**config.mk**
```make
export PLATFORM = sky130hd
export DESIGN_NAME = sd_emmc_ddr_data_rx
export DESIGN_NICKNAME = d
export VERILOG_FILES = /design/src/rtl/sd_emmc_pkg.sv /design/src/rtl/sd_emmc_ddr_data_rx_iddr.sv /design/src/rtl/sd_emmc_ddr_data_rx.sv
export SDC_FILE = /design/constraint.sdc
export NUM_CORES = 1
export LEC_CHECK = 0
export CAP_MARGIN = 10
export CORE_ASPECT_RATIO = 1.2
export CORE_UTILIZATION = 30
export DETAILED_ROUTE_END_ITERATION = 6
export GPL_TIMING_DRIVEN = 0
export PLACE_DENSITY = 0.54
export SLEW_MARGIN = 20
export SYNTH_ARGS = -nofsm -noshare
export SYNTH_HDL_FRONTEND = slang
export SYNTH_SLANG_ARGS = --single-unit
```
**constraint.sdc**
```tcl
create_clock -name clock -period 3.8 [get_ports clock]
set_input_delay 0.57 -clock clock [delete_from_list [all_inputs] [get_ports clock]]
set_output_delay 0.57 -clock clock [all_outputs]
set_load 0.03 [all_outputs]
```
**src/rtl/sd_emmc_pkg.sv**
```systemverilog
// Shared types and constants for the eMMC DDR data receive path.
// Holds the FSM encoding, CRC16 constants and a one-bit CRC update helper.
package sd_emmc_pkg;

  typedef enum logic [2:0] {
    S_IDLE,
    S_WAIT_START,
    S_DATA,
    S_CRC,
    S_END_BIT
  } state_e;

  localparam logic [15:0] CRC16_POLY = 16'h1021;
  localparam int CRC_LEN = 16;
  localparam int DEF_BLOCK_BYTES = 512;

  function automatic logic [15:0] crc16_step(
    input logic [15:0] c,
    input logic        b
  );
    logic fb;
    fb = c[15] ^ b;
    crc16_step = {c[14:0], 1'b0} ^ (fb ? CRC16_POLY : 16'h0000);
  endfunction

endpackage

```
**src/rtl/sd_emmc_ddr_data_rx_iddr.sv**
```systemverilog
// 8-lane input DDR cell, same-edge-pipelined: the rise and fall samples
// of one clock period are presented together on the following rising edge.
module IDDR_p #(
  parameter string SR_TYPE = "SYNC"
) (
  input  logic       clock,
  input  logic       reset,
  input  logic [7:0] d,
  output logic [7:0] q1,
  output logic [7:0] q2
);

  logic [7:0] rise_q;
  logic [7:0] fall_q;

  if (SR_TYPE == "ASYNC") begin : g_async
    always_ff @(posedge clock or posedge reset) begin
      if (reset) begin
        rise_q <= '0;
        q1     <= '0;
        q2     <= '0;
      end else begin
        rise_q <= d;
        q1     <= rise_q;
        q2     <= fall_q;
      end
    end

    always_ff @(negedge clock or posedge reset) begin
      if (reset) fall_q <= '0;
      else       fall_q <= d;
    end
  end else begin : g_sync
    always_ff @(posedge clock) begin
      if (reset) begin
        rise_q <= '0;
        q1     <= '0;
        q2     <= '0;
      end else begin
        rise_q <= d;
        q1     <= rise_q;
        q2     <= fall_q;
      end
    end

    always_ff @(negedge clock) begin
      if (reset) fall_q <= '0;
      else       fall_q <= d;
    end
  end

endmodule

```
**src/rtl/sd_emmc_ddr_data_rx.sv**
```systemverilog
// eMMC DDR block receiver: start-bit search with timeout, 4/8-bit data
// unpacking into 16-bit words, per-line per-edge CRC16 check, end-bit check.
module sd_emmc_ddr_data_rx
  import sd_emmc_pkg::*;
#(
  parameter int    BLOCK_BYTES = DEF_BLOCK_BYTES,
  parameter string SR_TYPE     = "SYNC"
) (
  input  logic        clock,
  input  logic        reset,
  input  logic [7:0]  dat_in,
  input  logic        bus_width_8,
  input  logic        start,
  input  logic        abort,
  input  logic [23:0] timeout_cycles,
  output logic [15:0] data_out,
  output logic        data_valid,
  output logic        data_last,
  output logic        busy,
  output logic        done,
  output logic        crc_err,
  output logic        end_err,
  output logic        timeout_err
);

  localparam logic [23:0] W8_LAST = 24'(BLOCK_BYTES / 2 - 1);
  localparam logic [23:0] W4_LAST = 24'(BLOCK_BYTES - 1);
  localparam logic [23:0] C_LAST  = 24'(CRC_LEN - 1);

  logic [7:0] q1;
  logic [7:0] q2;

  IDDR_p #(
    .SR_TYPE (SR_TYPE)
  ) u_iddr (
    .clock (clock),
    .reset (reset),
    .d     (dat_in),
    .q1    (q1),
    .q2    (q2)
  );

  state_e           state_q, state_d;
  logic             bw8_q, bw8_d;
  logic [23:0]      tmo_q, tmo_d;
  logic [23:0]      cnt_q, cnt_d;
  logic [7:0]       hi_q, hi_d;
  logic [7:0][15:0] crc_r_q, crc_r_d;
  logic [7:0][15:0] crc_f_q, crc_f_d;
  logic [15:0]      dout_q, dout_d;
  logic             dv_q, dv_d;
  logic             dl_q, dl_d;
  logic             busy_q, busy_d;
  logic             done_q, done_d;
  logic             crc_err_q, crc_err_d;
  logic             end_err_q, end_err_d;
  logic             tmo_err_q, tmo_err_d;

  logic [7:0] mask;
  logic [7:0] nib_byte;
  logic       last;

  assign mask = bw8_q ? 8'hFF : 8'h0F;

  always_comb begin
    state_d   = state_q;
    bw8_d     = bw8_q;
    tmo_d     = tmo_q;
    cnt_d     = cnt_q;
    hi_d      = hi_q;
    crc_r_d   = crc_r_q;
    crc_f_d   = crc_f_q;
    dout_d    = dout_q;
    dv_d      = 1'b0;
    dl_d      = 1'b0;
    busy_d    = busy_q;
    done_d    = 1'b0;
    crc_err_d = crc_err_q;
    end_err_d = end_err_q;
    tmo_err_d = tmo_err_q;
    nib_byte  = {q1[3:0], q2[3:0]};
    last      = 1'b0;

    unique case (state_q)
      S_IDLE: begin
        if (start && !abort) begin
          state_d   = S_WAIT_START;
          bw8_d     = bus_width_8;
          tmo_d     = timeout_cycles;
          cnt_d     = '0;
          busy_d    = 1'b1;
          crc_r_d   = '0;
          crc_f_d   = '0;
          crc_err_d = 1'b0;
          end_err_d = 1'b0;
          tmo_err_d = 1'b0;
        end
      end
      S_WAIT_START: begin
        if ((q1 & mask) == 8'h00) begin
          state_d = S_DATA;
          cnt_d   = '0;
        end else if ({1'b0, cnt_q} + 25'd1 >= {1'b0, tmo_q}) begin
          state_d   = S_IDLE;
          tmo_err_d = 1'b1;
          done_d    = 1'b1;
          busy_d    = 1'b0;
        end else begin
          cnt_d = cnt_q + 24'd1;
        end
      end
      S_DATA: begin
        for (int i = 0; i < 8; i++) begin
          crc_r_d[i] = crc16_step(crc_r_q[i], q1[i]);
          crc_f_d[i] = crc16_step(crc_f_q[i], q2[i]);
        end
        if (bw8_q) begin
          dout_d = {q1, q2};
          dv_d   = 1'b1;
          last   = (cnt_q == W8_LAST);
        end else begin
          last = (cnt_q == W4_LAST);
          // Even cycles hold the first byte, odd cycles complete the word
          if (!cnt_q[0]) begin
            hi_d = nib_byte;
          end else begin
            dout_d = {hi_q, nib_byte};
            dv_d   = 1'b1;
          end
        end
        dl_d = last;
        if (last) begin
          state_d = S_CRC;
          cnt_d   = '0;
        end else begin
          cnt_d = cnt_q + 24'd1;
        end
      end
      S_CRC: begin
        for (int i = 0; i < 8; i++) begin
          if (mask[i] && ((q1[i] != crc_r_q[i][15]) ||
                          (q2[i] != crc_f_q[i][15])))
            crc_err_d = 1'b1;
          crc_r_d[i] = {crc_r_q[i][14:0], 1'b0};
          crc_f_d[i] = {crc_f_q[i][14:0], 1'b0};
        end
        if (cnt_q == C_LAST) begin
          state_d = S_END_BIT;
        end else begin
          cnt_d = cnt_q + 24'd1;
        end
      end
      S_END_BIT: begin
        if ((q1 | ~mask) != 8'hFF) end_err_d = 1'b1;
        done_d  = 1'b1;
        busy_d  = 1'b0;
        state_d = S_IDLE;
      end
      default: state_d = S_IDLE;
    endcase

    if (abort && state_q != S_IDLE) begin
      state_d = S_IDLE;
      busy_d  = 1'b0;
      dv_d    = 1'b0;
      dl_d    = 1'b0;
      done_d  = 1'b0;
    end
  end

  always_ff @(posedge clock) begin
    if (reset) begin
      state_q   <= S_IDLE;
      bw8_q     <= 1'b0;
      tmo_q     <= '0;
      cnt_q     <= '0;
      hi_q      <= '0;
      crc_r_q   <= '0;
      crc_f_q   <= '0;
      dout_q    <= '0;
      dv_q      <= 1'b0;
      dl_q      <= 1'b0;
      busy_q    <= 1'b0;
      done_q    <= 1'b0;
      crc_err_q <= 1'b0;
      end_err_q <= 1'b0;
      tmo_err_q <= 1'b0;
    end else begin
      state_q   <= state_d;
      bw8_q     <= bw8_d;
      tmo_q     <= tmo_d;
      cnt_q     <= cnt_d;
      hi_q      <= hi_d;
      crc_r_q   <= crc_r_d;
      crc_f_q   <= crc_f_d;
      dout_q    <= dout_d;
      dv_q      <= dv_d;
      dl_q      <= dl_d;
      busy_q    <= busy_d;
      done_q    <= done_d;
      crc_err_q <= crc_err_d;
      end_err_q <= end_err_d;
      tmo_err_q <= tmo_err_d;
    end
  end

  assign data_out    = dout_q;
  assign data_valid  = dv_q;
  assign data_last   = dl_q;
  assign busy        = busy_q;
  assign done        = done_q;
  assign crc_err     = crc_err_q;
  assign end_err     = end_err_q;
  assign timeout_err = tmo_err_q;

endmodule

```
Word-level counts from Yosys, hierarchy flattened
Cells that the tools add are included.

Register bits after elaboration: 371. Bits of input ports: 37. Logic and storage cells: 210.

$add $sub $neg: 2. $lt $le $gt $ge: 1. Equal/unequal tests: 34. Muxes and demuxes: 61. Bitwise operators: 38. Reduce and logical (&&, ||, !) cells: 41.

Operator list (number): $pmux 128 s3 (2); $xor 16x13->16 (16); $mux 13 (16); $mux 128 (1); $mux 24 (5); $pmux 24 s4 (1); $mux 16 (2); $add 24x1->25 const B (1); $ge 25x24->1 (1); $add 24x1->24 const B (1); $eq 24x4->1 const B (1); $eq 24x8->1 const B (1); $eq 24x9->1 const B (1); $mux 1 (21); $mux 8 (2); $ne 1x1->1 (16); $reduce_and 4->1 (4); $xor 1x1->1 (16); $mux 3 (5); $ne 2x2->1 const B (7); $pmux 3 s4 (1); $logic_and 1x1->1 (10); $ne 9x9->1 const B (1); $reduce_and 3->1 (3); 21 further kinds (42).

Longest topological paths before layout
Gate-level depths: netlist of run 1.

Word-level depth: 12. Depth in mapped cells: 17. Depth with buffers taken out: 15.

Cells and area by module
A second synthesis of run 1 with hierarchy kept.

Cell total of the unflattened synthesis: 1575. Area, all modules: 14455.1 sq um.

Modules (own cells, without submodules): sd_emmc_ddr_data_rx (times used 1, cells each 1516, area an instance 13598.0 sq um); IDDR_p (times used 1, cells each 59, area an instance 857.1 sq um).

==> impl_metrics.py, run 1 <==
metrics = {
    "sta": {
        "timing.clock.skew_ns": 0.0522,
        "tightest_hold_margin_ns": 0.429,
        "grt_setup_unrepaired": "yes",
        "timing.final.crit_share": 1.02,
        "fmaxAchievable_ghz": 0.258,
        "report.final.hold_viol_count": 0,
        "timing_worst_slew_pin_value_ns": 1.01,
        "finalSetupTns_ns": -0.501,
        "final_critical_path_setup_slack_ns": -0.0753,
        "worst_slew_slack_as_a_fraction_of_its_limit": 0.326,
        "final_period_minus_worst_setup_slack_ns": 3.88,
        "drv_slew": 0,
        "final-setup-viol-count": 16,
    },
    "worst_setup_path": {
        "critical_path_class": "reg -> reg",
        "required_ns": 4.26,
        "crit_buf_inv": 3,
        "setup.worst_path.end_class": "flip-flop",
        "worstPathCellList": "ha_4 > nand4_1 > or3_4 > nor2_4 > and3_4 > and3_4 > xor2_1 > ha_1 > and4_4 > buf_6 > a2111oi_4 > o31a_1 > o2111ai_4 > buf_4 > buf_4 > a211o_1 > a21oi_1",
        "worstPathArrival_ns": 4.34,
        "crit_path_top_delay_cell": "sky130_fd_sc_hd__or3_4",
        "critical_path.startpoint_type": "flip-flop",
        "largest_driver_fanout_on_the_critical_path": 3,
        "worst_path_largest_cell_delay_ns": 0.45,
        "crit_family": "simple AND/OR/NAND/NOR gates",
    },
    "clock_network": {
        "ctsRootBufferMaster": "sky130_fd_sc_hd__clkbuf_16",
        "cts_inserted_buffers": 41,
        "numClockSinks": 371,
        "ctsLongestPathBuffers": 3,
        "path_clk_slew_ns": 0.06,
        "tritoncts_clock_tree": "built",
        "htreeDepth": 2,
        "hold_buffers": 0,
        "worstSkewPairLatency_ns": 0.59,
    },
    "floorplan": {
        "design.portCount": 60,
        "effective_utilization_at_floorplan": 0.304,
        "fp-row-count": 87,
        "fp.dieW_um": 201,
        "fp.coreArea_sq_um": 46900,
        "design.die.area_sq_um": 48400,
        "fp.dieH_um": 241,
    },
    "grt": {
        "grt_pass1_vias": 11100,
        "grt_pass1_wl_mm": 60.3,
        "grt_antenna_before_repair": 0,
        "maximum_number_of_pins_on_one_net_before_global_route_repair": 15,
        "gr-total-overflow": 0,
        "grt_util_all_layers": 0.156,
    },
    "outcome": {
        "failed_checks": "negative setup slack",
        "status": "finished with violations",
    },
    "placed_design": {
        "dpl-instance-area_sq_um": 15600,
        "gp_routability_congestion": 0.898,
        "placed_cells": 2263,
        "placement.io_buffers": 58,
        "hpwl_mm": 26.6,
    },
    "synthesis": {
        "avgSynthCellArea_sq_um": 9.01,
        "post_synth_mux_area_share": 0.00843,
        "synthDominantAreaCellType": "sky130_fd_sc_hd__dfxtp_1",
        "synth-adder-area-share": 0.0219,
        "synth_async_sr_flop_share": 0,
        "synth_sequential_area_ratio": 0.521,
        "synth_xor_area_frac": 0.0436,
        "syn-instance-count": 1582,
        "synth_simple_gate_area_frac": 0.164,
        "synthesis.nets": 1644,
        "fraction_of_the_mapped_netlist_area_in_compound_gates": 0.195,
        "yosys_warnings": 0,
        "synth_top_flop_cell": "sky130_fd_sc_hd__dfxtp_1",
        "synth_cell_types": 51,
        "synth.cell_area_sq_um": 14300,
        "synth_top_family_by_area": "compound AO/OA/AOI/OAI gates",
        "netlist_top_cells_area": "sky130_fd_sc_hd__dfxtp_1, sky130_fd_sc_hd__a22oi_1, sky130_fd_sc_hd__nor2_1",
        "synth_enable_flop_cells": 0,
        "synthDominantCellAreaShare": 0.521,
        "synth_seq_cells": 371,
    },
    "pwr": {
        "vdd_drop_max_mv": 0.266,
        "power_leakage_nw": 6.39,
        "cell_area_power_density_nw_per_um2": 498,
    },
    "detailed_routing": {
        "wl_per_cell_um": 16.1,
        "dr.pass1.iters": 5,
        "avgViaCountPerCell": 4.97,
        "vias": 11800,
        "ant_nets_after_route": 0,
        "postRouteWirelength_mm": 38.1,
        "drc": 0,
        "detailedRoute.firstIterationViolations": 773,
    },
    "cells_and_area": {
        "antenna-diode-count": 0,
        "num-nets-final": 1778,
        "areaGrowthSynthToFinish_pct": 23.1,
        "final_cell_mix": "sky130_fd_sc_hd__dfxtp_1, sky130_fd_sc_hd__nor2_1, sky130_fd_sc_hd__a22oi_1",
        "layout.cell_area.non_filler_sq_um": 17500,
        "layout.cells.most_common": "sky130_fd_sc_hd__dfxtp_1",
        "fillerInstances": 4782,
        "finalCoreUtilization": 0.374,
        "finalNonFillerCells": 2371,
        "drive_above_1_share": 0.0887,
    },
    "flow_run": {
        "timing.max_cap.violations": 0,
    },
    "hold_path": {
        "hold_class": "reg -> reg",
    },
}
metrics by stage:
| step | power (mW) | setup slack, ns |
|---|---|---|
| floorplan | 4.44 | 0.0444 |
| global placement | 4.67 | -0.753 |
| detailed placement | 4.68 | -0.770 |
| CTS | 8.81 | 0.0178 |
| global route | 9.10 | -0.131 |
| finish | 8.74 | -0.0753 |
worst paths after layout:
check,startpoint,end,slack (ns),cells after the start
max,cnt_q[0],cnt_q[22],-0.08,17
min,u_iddr.rise_q[2],u_iddr.q1[2],0.43,1
max reg2reg,cnt_q[0],cnt_q[22],-0.08,17
min reg2reg,u_iddr.rise_q[2],u_iddr.q1[2],0.43,1
state kept, by name, indices dropped and copies added, names as in the netlist:
signal	flops
crc_f_q	128
crc_r_q	128
cnt_q	24
tmo_q	24
data_out	16
hi_q	8
u_iddr.fall_q	8
u_iddr.q1	8
u_iddr.q2	8
u_iddr.rise_q	8
state_q	3
busy	1
bw8_q	1
crc_err	1
data_last	1
data_valid	1
done	1
end_err	1
timeout_err	1
per-layer routing:
layer,vias up,routed length [um],track usage
met3,71,1770,0.0246
li1,5807,-,-
met2,251,18400,0.268
met1,5651,17000,0.198
met5,-,0,0
met4,0,916,0.0502
cell usage after synthesis, types with 25 or more instances:
cell type                  number
sky130_fd_sc_hd__dfxtp_1      371
sky130_fd_sc_hd__nor2_1       312
sky130_fd_sc_hd__a22oi_1      250
sky130_fd_sc_hd__clkbuf_1     103
sky130_fd_sc_hd__nand2_1       98
sky130_fd_sc_hd__a21oi_1       81
sky130_fd_sc_hd__inv_1         48
sky130_fd_sc_hd__xor2_1        45
sky130_fd_sc_hd__nor2b_1       36
sky130_fd_sc_hd__nand3_1       27
sky130_fd_sc_hd__xnor2_1       26
sky130_fd_sc_hd__ha_1          25
cell type report:
type	count	area, sq um	share of cell area
sequential	371	7440	0.424
multi-input combinational	1043	6420	0.366
clock buffer	61	1290	0.0734
timing repair buffer	85	825	0.0470
tap	623	779	0.0444
buffer	119	485	0.0277
inverter	47	176	0.0101
clock inverter	22	143	0.00813
logic make-up after synthesis:
logic type / count (synthesis)
AO/OA/AOI/OAI: 395
XOR/XNOR: 71
adder cells (fa/ha/maj): 25
buffers and inverters: 168
flip-flops: 371
multiplexers: 12
AND/OR/NAND/NOR: 540
power breakdown:
| part | switching, mW | total, mW | leakage, nW | internal [mW] |
|---|---|---|---|---|
| Combinational | 0.480 | 0.703 | 2.65 | 0.223 |
| Clock | 1.64 | 4.08 | 0.740 | 2.44 |
| Sequential | 0.0265 | 3.96 | 3.00 | 3.93 |
| Total | 2.15 | 8.74 | 6.39 | 6.59 |
repair_timing:
action / in CTS / in global routing
pin swaps: 12 / 20
setup endpoints to repair: 29 / 26
resized for setup: 33 / 23
cloned: 0 / 1
buffers inserted: 21 / 7
Power figures use the tool's default switching activity.
==> run 2, diff against run 1 <==
--- a/config.mk
+++ b/config.mk
@@ -10,8 +10,9 @@
 export CORE_UTILIZATION = 30
 export DETAILED_ROUTE_END_ITERATION = 6
 export GPL_TIMING_DRIVEN = 0
-export PLACE_DENSITY = 0.54
+export PLACE_DENSITY = 0.52
 export SLEW_MARGIN = 20
 export SYNTH_ARGS = -nofsm -noshare
 export SYNTH_HDL_FRONTEND = slang
 export SYNTH_SLANG_ARGS = --single-unit
+export TNS_END_PERCENT = 5
==> constraint.sdc (replaced) <==
create_clock -name clock -period 5 [get_ports clock]
set_input_delay 0.75 -clock clock [delete_from_list [all_inputs] [get_ports clock]]
set_output_delay 0.75 -clock clock [all_outputs]
set_load 0.03 [all_outputs]
==> run 2 against run 1 <==
  * The flow now finishes without violations
  * Fmax decreased by 21%
  * Total power shrank 23%
  * Register-to-register slack better by 0.19 ns
  * Combinational power fell by 33%
  * First-iteration DRC count shrank 17%
  * Die area unchanged
  * Routed wire length decreased by 3.1%
  * Utilization shrank 0.93 points
  * Critical path type unchanged
  * Critical endpoint is now cnt_q[19]
==> impl_metrics.py, run 2 (synthesized netlist as in run 1, its figures left out) <==
metrics = {
    "clock_network": {
        "hold_buffers": 0,
        "tritoncts_clock_tree": "built",
        "ctsLongestPathBuffers": 3,
        "ctsRootBufferMaster": "sky130_fd_sc_hd__clkbuf_16",
        "htreeDepth": 2,
        "path_clk_slew_ns": 0.06,
        "cts_inserted_buffers": 42,
        "numClockSinks": 371,
        "worstSkewPairLatency_ns": 0.61,
    },
    "grt": {
        "gr-total-overflow": 0,
        "grt_pass1_wl_mm": 58.8,
        "grt_antenna_before_repair": 0,
        "maximum_number_of_pins_on_one_net_before_global_route_repair": 14,
        "grt_pass1_vias": 11200,
        "grt_util_all_layers": 0.152,
    },
    "worst_setup_path": {
        "critical_path.startpoint_type": "flip-flop",
        "setup.worst_path.end_class": "flip-flop",
        "required_ns": 5.46,
        "worstPathArrival_ns": 5.34,
        "largest_driver_fanout_on_the_critical_path": 10,
        "critical_path_class": "reg -> reg",
    },
    "sta": {
        "final_period_minus_worst_setup_slack_ns": 4.88,
        "final-setup-viol-count": 0,
        "finalSetupTns_ns": 0,
        "timing_worst_slew_pin_value_ns": 0.912,
        "grt_setup_unrepaired": "no",
        "drv_slew": 0,
        "worst_slew_slack_as_a_fraction_of_its_limit": 0.387,
        "tightest_hold_margin_ns": 0.432,
        "fmaxAchievable_ghz": 0.205,
        "report.final.hold_viol_count": 0,
        "timing.final.crit_share": 0.977,
        "timing.clock.skew_ns": 0.0566,
    },
    "flow_run": {
        "timing.max_cap.violations": 0,
    },
    "cells_and_area": {
        "area_used_by_multi_input_combinational_logic_sq_um": 6180,
        "areaGrowthSynthToFinish_pct": 20.1,
        "finalCoreUtilization": 0.365,
        "finalNonFillerCells": 2348,
        "fillerInstances": 4773,
        "antenna-diode-count": 0,
        "register_area_sq_um": 7430,
        "final_cell_mix": "sky130_fd_sc_hd__dfxtp_1, sky130_fd_sc_hd__nor2_1, sky130_fd_sc_hd__a22oi_1",
        "drive_above_1_share": 0.0493,
        "reg.largest.list": "crc_f_q x128, crc_r_q x128",
        "layout.cells.most_common": "sky130_fd_sc_hd__dfxtp_1",
        "num-nets-final": 1754,
    },
    "floorplan": {
        "design.die.area_sq_um": 48400,
        "fp.dieW_um": 201,
        "fp-row-count": 87,
        "effective_utilization_at_floorplan": 0.304,
        "fp.coreArea_sq_um": 46900,
        "fp.dieH_um": 241,
        "design.portCount": 60,
    },
    "pwr": {
        "power_leakage_nw": 6.18,
        "cell_area_power_density_nw_per_um2": 391,
        "vdd_drop_max_mv": 0.417,
    },
    "detailed_routing": {
        "postRouteWirelength_mm": 36.9,
        "wl_per_cell_um": 15.7,
        "dr.pass1.iters": 5,
        "vias": 11600,
        "detailedRoute.firstIterationViolations": 639,
        "avgViaCountPerCell": 4.92,
        "ant_nets_after_route": 0,
        "drc": 0,
    },
    "placed_design": {
        "placement.io_buffers": 58,
        "gp_routability_congestion": 0.908,
        "hpwl_mm": 26.4,
        "placed_cells": 2263,
    },
    "outcome": {
        "status": "complete, no violations",
    },
    "hold_path": {
        "hold_class": "reg -> reg",
    },
}
[run 2: metrics by stage]
stage | instance area [sq um] | worst slack, ns | total power [mW]
3_3_place_gp | 15600 | -0.221 | 3.55
6_report | 17100 | 0.117 | 6.69
4_1_cts | 17100 | 0.133 | 6.79
5_1_grt | 17100 | 0.0266 | 6.97
2_1_floorplan | 14300 | 0.763 | 3.37
3_5_place_dp | 15600 | -0.204 | 3.55
[run 2: what timing repair did]
item                                    in CTS  in global routing
endpoints found under the setup margin       7                 13
buffers inserted                             0                  1
gates resized for setup                      1                  1
endpoints found under the hold margin        0                  0
[run 2: where the power goes]
part,switching (mW),internal (mW),leakage [nW]
registers,0.0214,2.99,3.00
logic,0.337,0.132,2.43
clock network,1.27,1.94,0.747
total,1.63,5.06,6.18
[run 2: layer usage]
layer	vias up	GRT usage	wire [um]
li1	5764	-	-
met1	5483	0.185	16600
met2	239	0.263	17500
met3	70	0.0281	1790
met4	0	0.0615	1080
met5	-	0	0
[run 2: critical path, stage by stage, from the launching register on]
cell and delay [ns]:
sky130_fd_sc_hd__dfxtp_2 0.48, sky130_fd_sc_hd__ha_1 0.30, sky130_fd_sc_hd__nand4_1 0.24, sky130_fd_sc_hd__or3_1 0.48, sky130_fd_sc_hd__nor2_1 0.28, sky130_fd_sc_hd__and3_1 0.30
sky130_fd_sc_hd__and3_1 0.27, sky130_fd_sc_hd__xor2_1 0.21, sky130_fd_sc_hd__ha_1 0.26, sky130_fd_sc_hd__and4_1 0.23, sky130_fd_sc_hd__and3_1 0.16, sky130_fd_sc_hd__a2111oi_0 0.34
sky130_fd_sc_hd__o31a_1 0.31, sky130_fd_sc_hd__o2111ai_4 0.21, sky130_fd_sc_hd__a21o_1 0.24, sky130_fd_sc_hd__buf_4 0.18, sky130_fd_sc_hd__buf_6 0.16, sky130_fd_sc_hd__o32ai_1 0.12
[run 2: path summary, 6_finish.rpt]
| path | cells past startpoint | start | endpoint | slack, ns |
|---|---|---|---|---|
| setup reg to reg | 17 | cnt_q[0] | cnt_q[19] | 0.12 |
| hold reg to reg | 1 | u_iddr.rise_q[1] | u_iddr.q1[1] | 0.43 |
| hold / removal | 1 | u_iddr.rise_q[1] | u_iddr.q1[1] | 0.43 |
| setup / recovery | 17 | cnt_q[0] | cnt_q[19] | 0.12 |
[run 2: final cells by class]
| type | instances | share of cell area |
|---|---|---|
| flip-flops and latches | 371 | 0.434 |
| multi-input cells | 1043 | 0.361 |
| inverters | 47 | 0.0103 |
| well taps | 623 | 0.0456 |
| plain buffers | 120 | 0.0278 |
| clock inverters | 27 | 0.0175 |
| repair buffers | 59 | 0.0344 |
| clock buffers | 58 | 0.0691 |
